`src/rtl/boot_pkg.sv`:
```
// Shared types and constants for the UART boot loader.
// State encoding is what the LEDs display.
package boot_pkg;

    typedef enum logic [2:0] {
        S_HDR   = 3'd0,
        S_LOAD  = 3'd1,
        S_WRITE = 3'd2,
        S_ACK   = 3'd3,
        S_RUN   = 3'd4,
        S_ERR   = 3'd5
    } state_e;

    localparam logic [7:0] DEF_ACK_BYTE = 8'hAA;
    localparam logic [7:0] DEF_ERR_BYTE = 8'hEE;

    function automatic logic [31:0] be_shift(
        input logic [31:0] acc,
        input logic [7:0]  b
    );
        return {acc[23:0], b};
    endfunction

endpackage

```
`src/rtl/byte_assembler.sv`:
```
// Big-endian 4-byte shift register with a 2-bit byte counter.
// Used for both the header word count and instruction words.
module byte_assembler
    import boot_pkg::*;
(
    input  logic        clk,
    input  logic        rst,
    input  logic        in_valid,
    input  logic [7:0]  in_byte,
    output logic [31:0] word,
    output logic [31:0] word_next,
    output logic        done
);

    logic [31:0] sr_q;
    logic [31:0] sr_d;
    logic [1:0]  cnt_q;
    logic [1:0]  cnt_d;

    always_comb begin
        sr_d  = sr_q;
        cnt_d = cnt_q;
        if (in_valid) begin
            sr_d  = be_shift(sr_q, in_byte);
            cnt_d = cnt_q + 2'd1;
        end
    end

    always_ff @(posedge clk or posedge rst) begin
        if (rst) begin
            sr_q  <= '0;
            cnt_q <= '0;
        end else begin
            sr_q  <= sr_d;
            cnt_q <= cnt_d;
        end
    end

    // done is combinational so the owner can act on the 4th byte's cycle
    assign done      = in_valid && (cnt_q == 2'd3);
    assign word      = sr_q;
    assign word_next = be_shift(sr_q, in_byte);

endmodule

```
`src/rtl/boot_loader.sv`:
```
// UART boot loader: header word count, N big-endian words into imem,
// then ACK (or ERR) byte and CPU release.
module boot_loader
    import boot_pkg::*;
#(
    parameter int         INST_MEM_WIDTH = 14,
    parameter logic [7:0] ACK_BYTE       = DEF_ACK_BYTE,
    parameter logic [7:0] ERR_BYTE       = DEF_ERR_BYTE
) (
    input  logic                      CLK,
    input  logic                      reset,
    input  logic                      rx_valid,
    input  logic [7:0]                rx_data,
    output logic                      tx_valid,
    output logic [7:0]                tx_data,
    input  logic                      tx_ready,
    output logic                      imem_we,
    output logic [INST_MEM_WIDTH-1:0] imem_addr,
    output logic [31:0]               imem_wdata,
    output logic                      cpu_run,
    output logic                      error,
    output logic [2:0]                state_out
);

    localparam int IW = INST_MEM_WIDTH + 1;
    localparam logic [32:0] N_MAX = 33'd1 << INST_MEM_WIDTH;

    state_e        state_q;
    state_e        state_d;
    logic [IW-1:0] n_q;
    logic [IW-1:0] n_d;
    logic [IW-1:0] idx_q;
    logic [IW-1:0] idx_d;
    logic [IW-1:0] idx_inc;
    logic          err_sent_q;
    logic          err_sent_d;

    logic          asm_valid;
    logic [31:0]   asm_word;
    logic [31:0]   asm_next;
    logic          asm_done;

    // WRITE still accepts bytes so a back-to-back stream is not dropped
    assign asm_valid = rx_valid && (state_q == S_HDR ||
                                    state_q == S_LOAD ||
                                    state_q == S_WRITE);

    byte_assembler u_asm (
        .clk       (CLK),
        .rst       (reset),
        .in_valid  (asm_valid),
        .in_byte   (rx_data),
        .word      (asm_word),
        .word_next (asm_next),
        .done      (asm_done)
    );

    assign idx_inc = idx_q + IW'(1);

    always_comb begin
        state_d    = state_q;
        n_d        = n_q;
        idx_d      = idx_q;
        err_sent_d = err_sent_q;
        unique case (state_q)
            S_HDR: begin
                if (asm_done) begin
                    if (asm_next == 32'd0) begin
                        state_d = S_ACK;
                    end else if ({1'b0, asm_next} > N_MAX) begin
                        state_d = S_ERR;
                    end else begin
                        n_d     = asm_next[IW-1:0];
                        state_d = S_LOAD;
                    end
                end
            end
            S_LOAD: begin
                if (asm_done) state_d = S_WRITE;
            end
            S_WRITE: begin
                idx_d   = idx_inc;
                state_d = (idx_inc == n_q) ? S_ACK : S_LOAD;
            end
            S_ACK: begin
                if (tx_ready) state_d = S_RUN;
            end
            S_RUN: begin
                state_d = S_RUN;
            end
            S_ERR: begin
                if (!err_sent_q && tx_ready) err_sent_d = 1'b1;
            end
            default: begin
                state_d = S_HDR;
            end
        endcase
    end

    always_ff @(posedge CLK or posedge reset) begin
        if (reset) begin
            state_q    <= S_HDR;
            n_q        <= '0;
            idx_q      <= '0;
            err_sent_q <= 1'b0;
        end else begin
            state_q    <= state_d;
            n_q        <= n_d;
            idx_q      <= idx_d;
            err_sent_q <= err_sent_d;
        end
    end

    always_comb begin
        tx_valid = 1'b0;
        tx_data  = 8'h00;
        if (state_q == S_ACK) begin
            tx_valid = 1'b1;
            tx_data  = ACK_BYTE;
        end else if (state_q == S_ERR && !err_sent_q) begin
            tx_valid = 1'b1;
            tx_data  = ERR_BYTE;
        end
    end

    // Shift register still holds the whole word during WRITE
    assign imem_we    = (state_q == S_WRITE);
    assign imem_addr  = idx_q[INST_MEM_WIDTH-1:0];
    assign imem_wdata = asm_word;
    assign cpu_run    = (state_q == S_RUN);
    assign error      = (state_q == S_ERR);
    assign state_out  = state_q;

endmodule

```
`config.mk`:
```
export PLATFORM = sky130hd
export DESIGN_NAME = boot_loader
export DESIGN_NICKNAME = d
export VERILOG_FILES = /design/src/rtl/boot_pkg.sv /design/src/rtl/byte_assembler.sv /design/src/rtl/boot_loader.sv
export SDC_FILE = /design/constraint.sdc
export NUM_CORES = 1
export LEC_CHECK = 0
export CORE_ASPECT_RATIO = 0.75
export CORE_UTILIZATION = 45
export CTS_CLUSTER_DIAMETER = 120
export DETAILED_ROUTE_END_ITERATION = 16
export PLACE_DENSITY = 0.76
export SYNTH_ARGS = -nofsm -noshare
export SYNTH_HDL_FRONTEND = slang
export SYNTH_SLANG_ARGS = --single-unit
```
`constraint.sdc`:
```
create_clock -name CLK -period 2.6 [get_ports CLK]
set_input_delay 0.39 -clock CLK [delete_from_list [all_inputs] [get_ports CLK]]
set_output_delay 0.39 -clock CLK [all_outputs]
set_load 0.05 [all_outputs]
```
* After elaboration in Yosys (flattened, before gate mapping)
Index checks and enable logic that the tools add are counted.
** Word-level totals
- Register bits :: 68
- Input bits :: 12
- Output and inout port bits :: 61
** Cells by class
- Add/sub/neg operators :: 2
- Order comparisons :: 1
- Equal/unequal tests :: 10
- Multiplexer cells :: 11
- Bitwise gates (word level) :: 3
- Reductions and logical operators :: 12
** Operator list (number)
- > comparator 32 x 15 -> 1 bit, second input constant :: 1
- zero test 32 bit :: 1
- case mux 3 bit (6 select lines) :: 1
- two-way mux 8 bit :: 2
- adder 15 x 1 -> 15 bit, second input constant :: 1
- equality test 15 bit :: 1
- two-way mux 3 bit :: 5
- AND reduction 4 bit :: 2
- equality test 3 x 2 -> 1 bit, second input constant :: 2
- equality test 3 bit, second input constant :: 2
- != test 2 bit, second input constant :: 3
- logical AND 1 bit :: 4
- equality test 3 x 1 -> 1 bit, second input constant :: 1
- zero test 3 bit :: 1
- inverter 1 bit :: 3
- adder 2 x 1 -> 2 bit, second input constant :: 1
- equality test 2 bit, second input constant :: 1
- logical OR 1 bit :: 2
- two-way mux 1 bit :: 2
- two-way mux 2 bit :: 1
- AND reduction 2 bit :: 1
- zero test 1 bit :: 1

* Logic depth before layout (Yosys ltp)
- Word-level depth :: 7
- Mapped depth :: 9

* Hierarchy
From an unflattened synthesis, not the netlist that was laid out.
** Unflattened totals
- Cell total of the unflattened synthesis :: 332
- Area, all modules :: 3870.0 µm²
** Modules (own cells, without submodules)
- boot_loader :: instances 1, cells an instance 225, area each 2199.6 µm²
- byte_assembler :: instances 1, cells an instance 107, area each 1670.4 µm²

* Least setup slack after synthesis
Ideal clock, no wire load.
- Kind :: register to output
- Start :: register state_q[0], in the netlist state_out[0]
- End :: output tx_data[6]
- Arrival :: 2506 ps
- Required time :: 2210 ps
- Setup slack :: -296 ps
- Cell stages (with the launch flop) :: 4
- Buffers on the path :: 1
- Path through :: dfrtp_1 inv_1 nor3_1 buf_4
** On the way
- Cells in the longest elaborated chain, start to end :: 4
- Elaborated cells on any way between the ends :: 5
- Classes of those cells :: eq/ne (2); mux (2); reduce/logical (1)
** RTL lines
- start: declaration :: RTL line boot_loader.sv:28 : state_e state_q;
- start signal: assignment :: RTL line boot_loader.sv:107 : state_q <= state_d;
- equality test 3 bit :: RTL line boot_loader.sv:120 : end else if (state_q == S_ERR && !err_sent_q) begin
- logical AND 1 bit :: RTL line boot_loader.sv:120
- two-way mux 8 bit :: RTL line boot_loader.sv:120
- two-way mux 8 bit (*) :: RTL line boot_loader.sv:117 : if (state_q == S_ACK) begin
- end: declaration :: RTL line boot_loader.sv:15 : output logic [7:0] tx_data,
Every way passes the cells marked *; elsewhere a longest branch is shown, timed or not.

* Final worst setup path
Same ends and word-level chain as after synthesis.

==> qor.yml <==
vias: 2325
synth_cell_types: 45
wirelength_mm: 7.03
final-seq-area_sq_um: 1700
crit_family: "buffers and inverters"
design.die.area_sq_um: 8000
setup_violations: 0
diodes: 0
cts_tree: "done"
required_ns: 2.21
fp.dieW_um: 103
postCtsHoldBufs: 0
area_delta_synth_final_pct: 25.4
maxCapViolations: 0
arrival_ns: 2.09
drt_iter0_drc: 96
status: "completed"
drive_gt1_frac: 0.256
ys.flop_type: "dfrtp_1"
startpoint_type: "register"
ios: 73
hold_viol_final: 0
synthMuxAreaShare: 0.168
worstSetupStartpoint: "state_out[0]"
die_h_um: 77.7
dr.max_layer_used: "met4"
htreeDepth: 3
nNetsFinal: 360
worst_slew_pin_slew_ns: 0.717
postRouteAntennaNets: 0
cts_setup_buffers: 0
worstSetupPathType: "reg2out"
async_reset_ff_frac: 1.00
cp_max_fo: 8
cts_buffers: 9
slew_headroom: 0.521
finalCriticalPeriod_ns: 2.48
slowest_stage: "clkdlybuf4s50_1"
grt-ovfl-total: 0
path_clk_slew_ns: 0.07
hold_class: "reg2reg"
postSynthCellCount: 289
start_util: 0.467
yosysSeqAreaShare: 0.495
grt_pass1_wl_mm: 11.7
synth_compound_area_frac: 0.0378
slowest_delay_ns: 0.82
synth-seq-cells: 68
end_kind: "primary output"
synth_warnings: 0
rsz0062_at_grt: "no"
ctsResizeCount: 0
syn_area_per_cell_sq_um: 11.9
tns_ns: 0
synth_top_family_by_area: "multiplexers"
grt_max_degree: 36
first_pass_iters: 4
vias_per_cell: 5.14
dr_wl_met3_um: 372
insertion_delay_ns: 0.34
crit_chain: "inv_1 -> nor3_2 -> clkdlybuf4s50_1"
drc: 0
antenna_found_initial: 0
cts_max_path_buffers: 2
synthSimpleGateAreaFrac: 0.126
wl_met1_mm: 3.45
syn_area_sq_um: 3440
reg2reg_setup_slack_ns: 0.39
finalWeightedCongestion: 0.820
multi_input_area_sq_um: 1510
slew_violations: 0
worstHoldStart: "u_asm.cnt_q[0]"
reg2reg_from: "idx_q[0]"
hpwlAfterDp_mm: 5.10
ir_drop_v: 0.000805
path_buf_inv: 2
clock-skew-final_ns: 0.00346
fin_crit_sh: 0.954
core_area_sq_um: 7360
max_freq_mhz: 403
io_buffers: 70
synth_adder_area_share: 0.00728
hold_ws_ns: 0.483
root_buffer: "clkbuf_8"
first_global_vias: 2290
wire_per_inst_um: 15.6
synthXorXnorAreaFrac: 0.0968
cts.sinks: 68
met2_length_mm: 3.17
num_rows: 27
synth_edf_count: 0
p_leak_nw: 1.93
powerDensity_nw_per_um2: 1070
fillerInstances: 642
grt_usage: 0.194
logic make-up after synthesis:
kind of cell / after synthesis
AOI/OAI and AO/OA: 18
DFF: 68
buffers and inverters: 37
xor gates and xnor gates: 38
muxes: 48
other: 1
adders and majority gates: 2
and+or+nand+nor: 77
cells in the mapped netlist (3+ instances only):
master,count,area [sq um]
buf_2,3,15.0
buf_4,21,158
clkbuf_1,6,22.5
dfrtp_1,68,1700
inv_1,5,18.8
mux2_2,38,428
mux2_4,10,150
nand2_1,13,48.8
nand2b_1,3,18.8
nand3_1,7,35.0
nand4_1,7,43.8
nor2_1,20,75.1
nor3_1,4,20.0
nor4_1,8,50.1
o21ai_0,5,25.0
xnor2_1,23,201
xor2_1,15,131
metal layers:
metal  vias to the layer above  track usage
met5                         -            0
met4                         0       0.0465
met3                         6       0.0505
met2                        75        0.285
met1                      1144        0.286
li1                       1100            -
final timing paths:
path | endpoint | cells past startpoint
hold reg to reg | u_asm.cnt_q[0] | 1
setup / recovery | tx_data[6] | 3
setup reg to reg | state_out[1] | 7
min in group asynchronous | u_asm.word[28] | 2
hold / removal | u_asm.cnt_q[0] | 1
max in group asynchronous | idx_q[11] | 3
per-stage QoR:
stage          cells  area [sq um]  worst slack (ns)   util  power (mW)
6_report         452          4310             0.121  0.586        4.63
5_1_grt          452          4310            0.0235  0.586        4.85
4_1_cts          452          4310            0.0911  0.586        4.68
3_5_place_dp     436          4110             0.271  0.558        3.78
3_3_place_gp     436          4110             0.297  0.558        3.75
2_1_floorplan    290          3450             0.161      -        3.05
layout make-up:
| type | instances | share of cell area |
|---|---|---|
| timing repair buffer | 77 | 0.174 |
| multi-input combinational | 185 | 0.351 |
| sequential | 68 | 0.395 |
| inverter | 5 | 0.00435 |
| clock inverter | 4 | 0.0110 |
| clock buffer | 12 | 0.0360 |
| tap | 101 | 0.0293 |
flip-flops by register name, indices dropped and copies added (netlist names):
signal and cells:
n_q 15, state_out 3, idx_q 15, u_asm.cnt_q 2
u_asm.word 32, err_sent_q 1
power breakdown:
part           internal [mW]  switching (mW)  total [mW]
registers               1.36           0.330        1.69
clock network          0.492           0.388       0.880
logic                  0.762            1.30        2.06
cells in the final DEF (no fill, tap or decap), types with 8 or more instances in the layout:
cell / count
clkbuf_8: 11
clkdlybuf4s50_1: 64
nor4_1: 8
xnor2_1: 23
mux2_2: 38
buf_4: 12
dfrtp_1: 68
nor2_1: 19
nand2_1: 13
mux2_4: 10
xor2_1: 15
(Power assumes the default switching activity.)
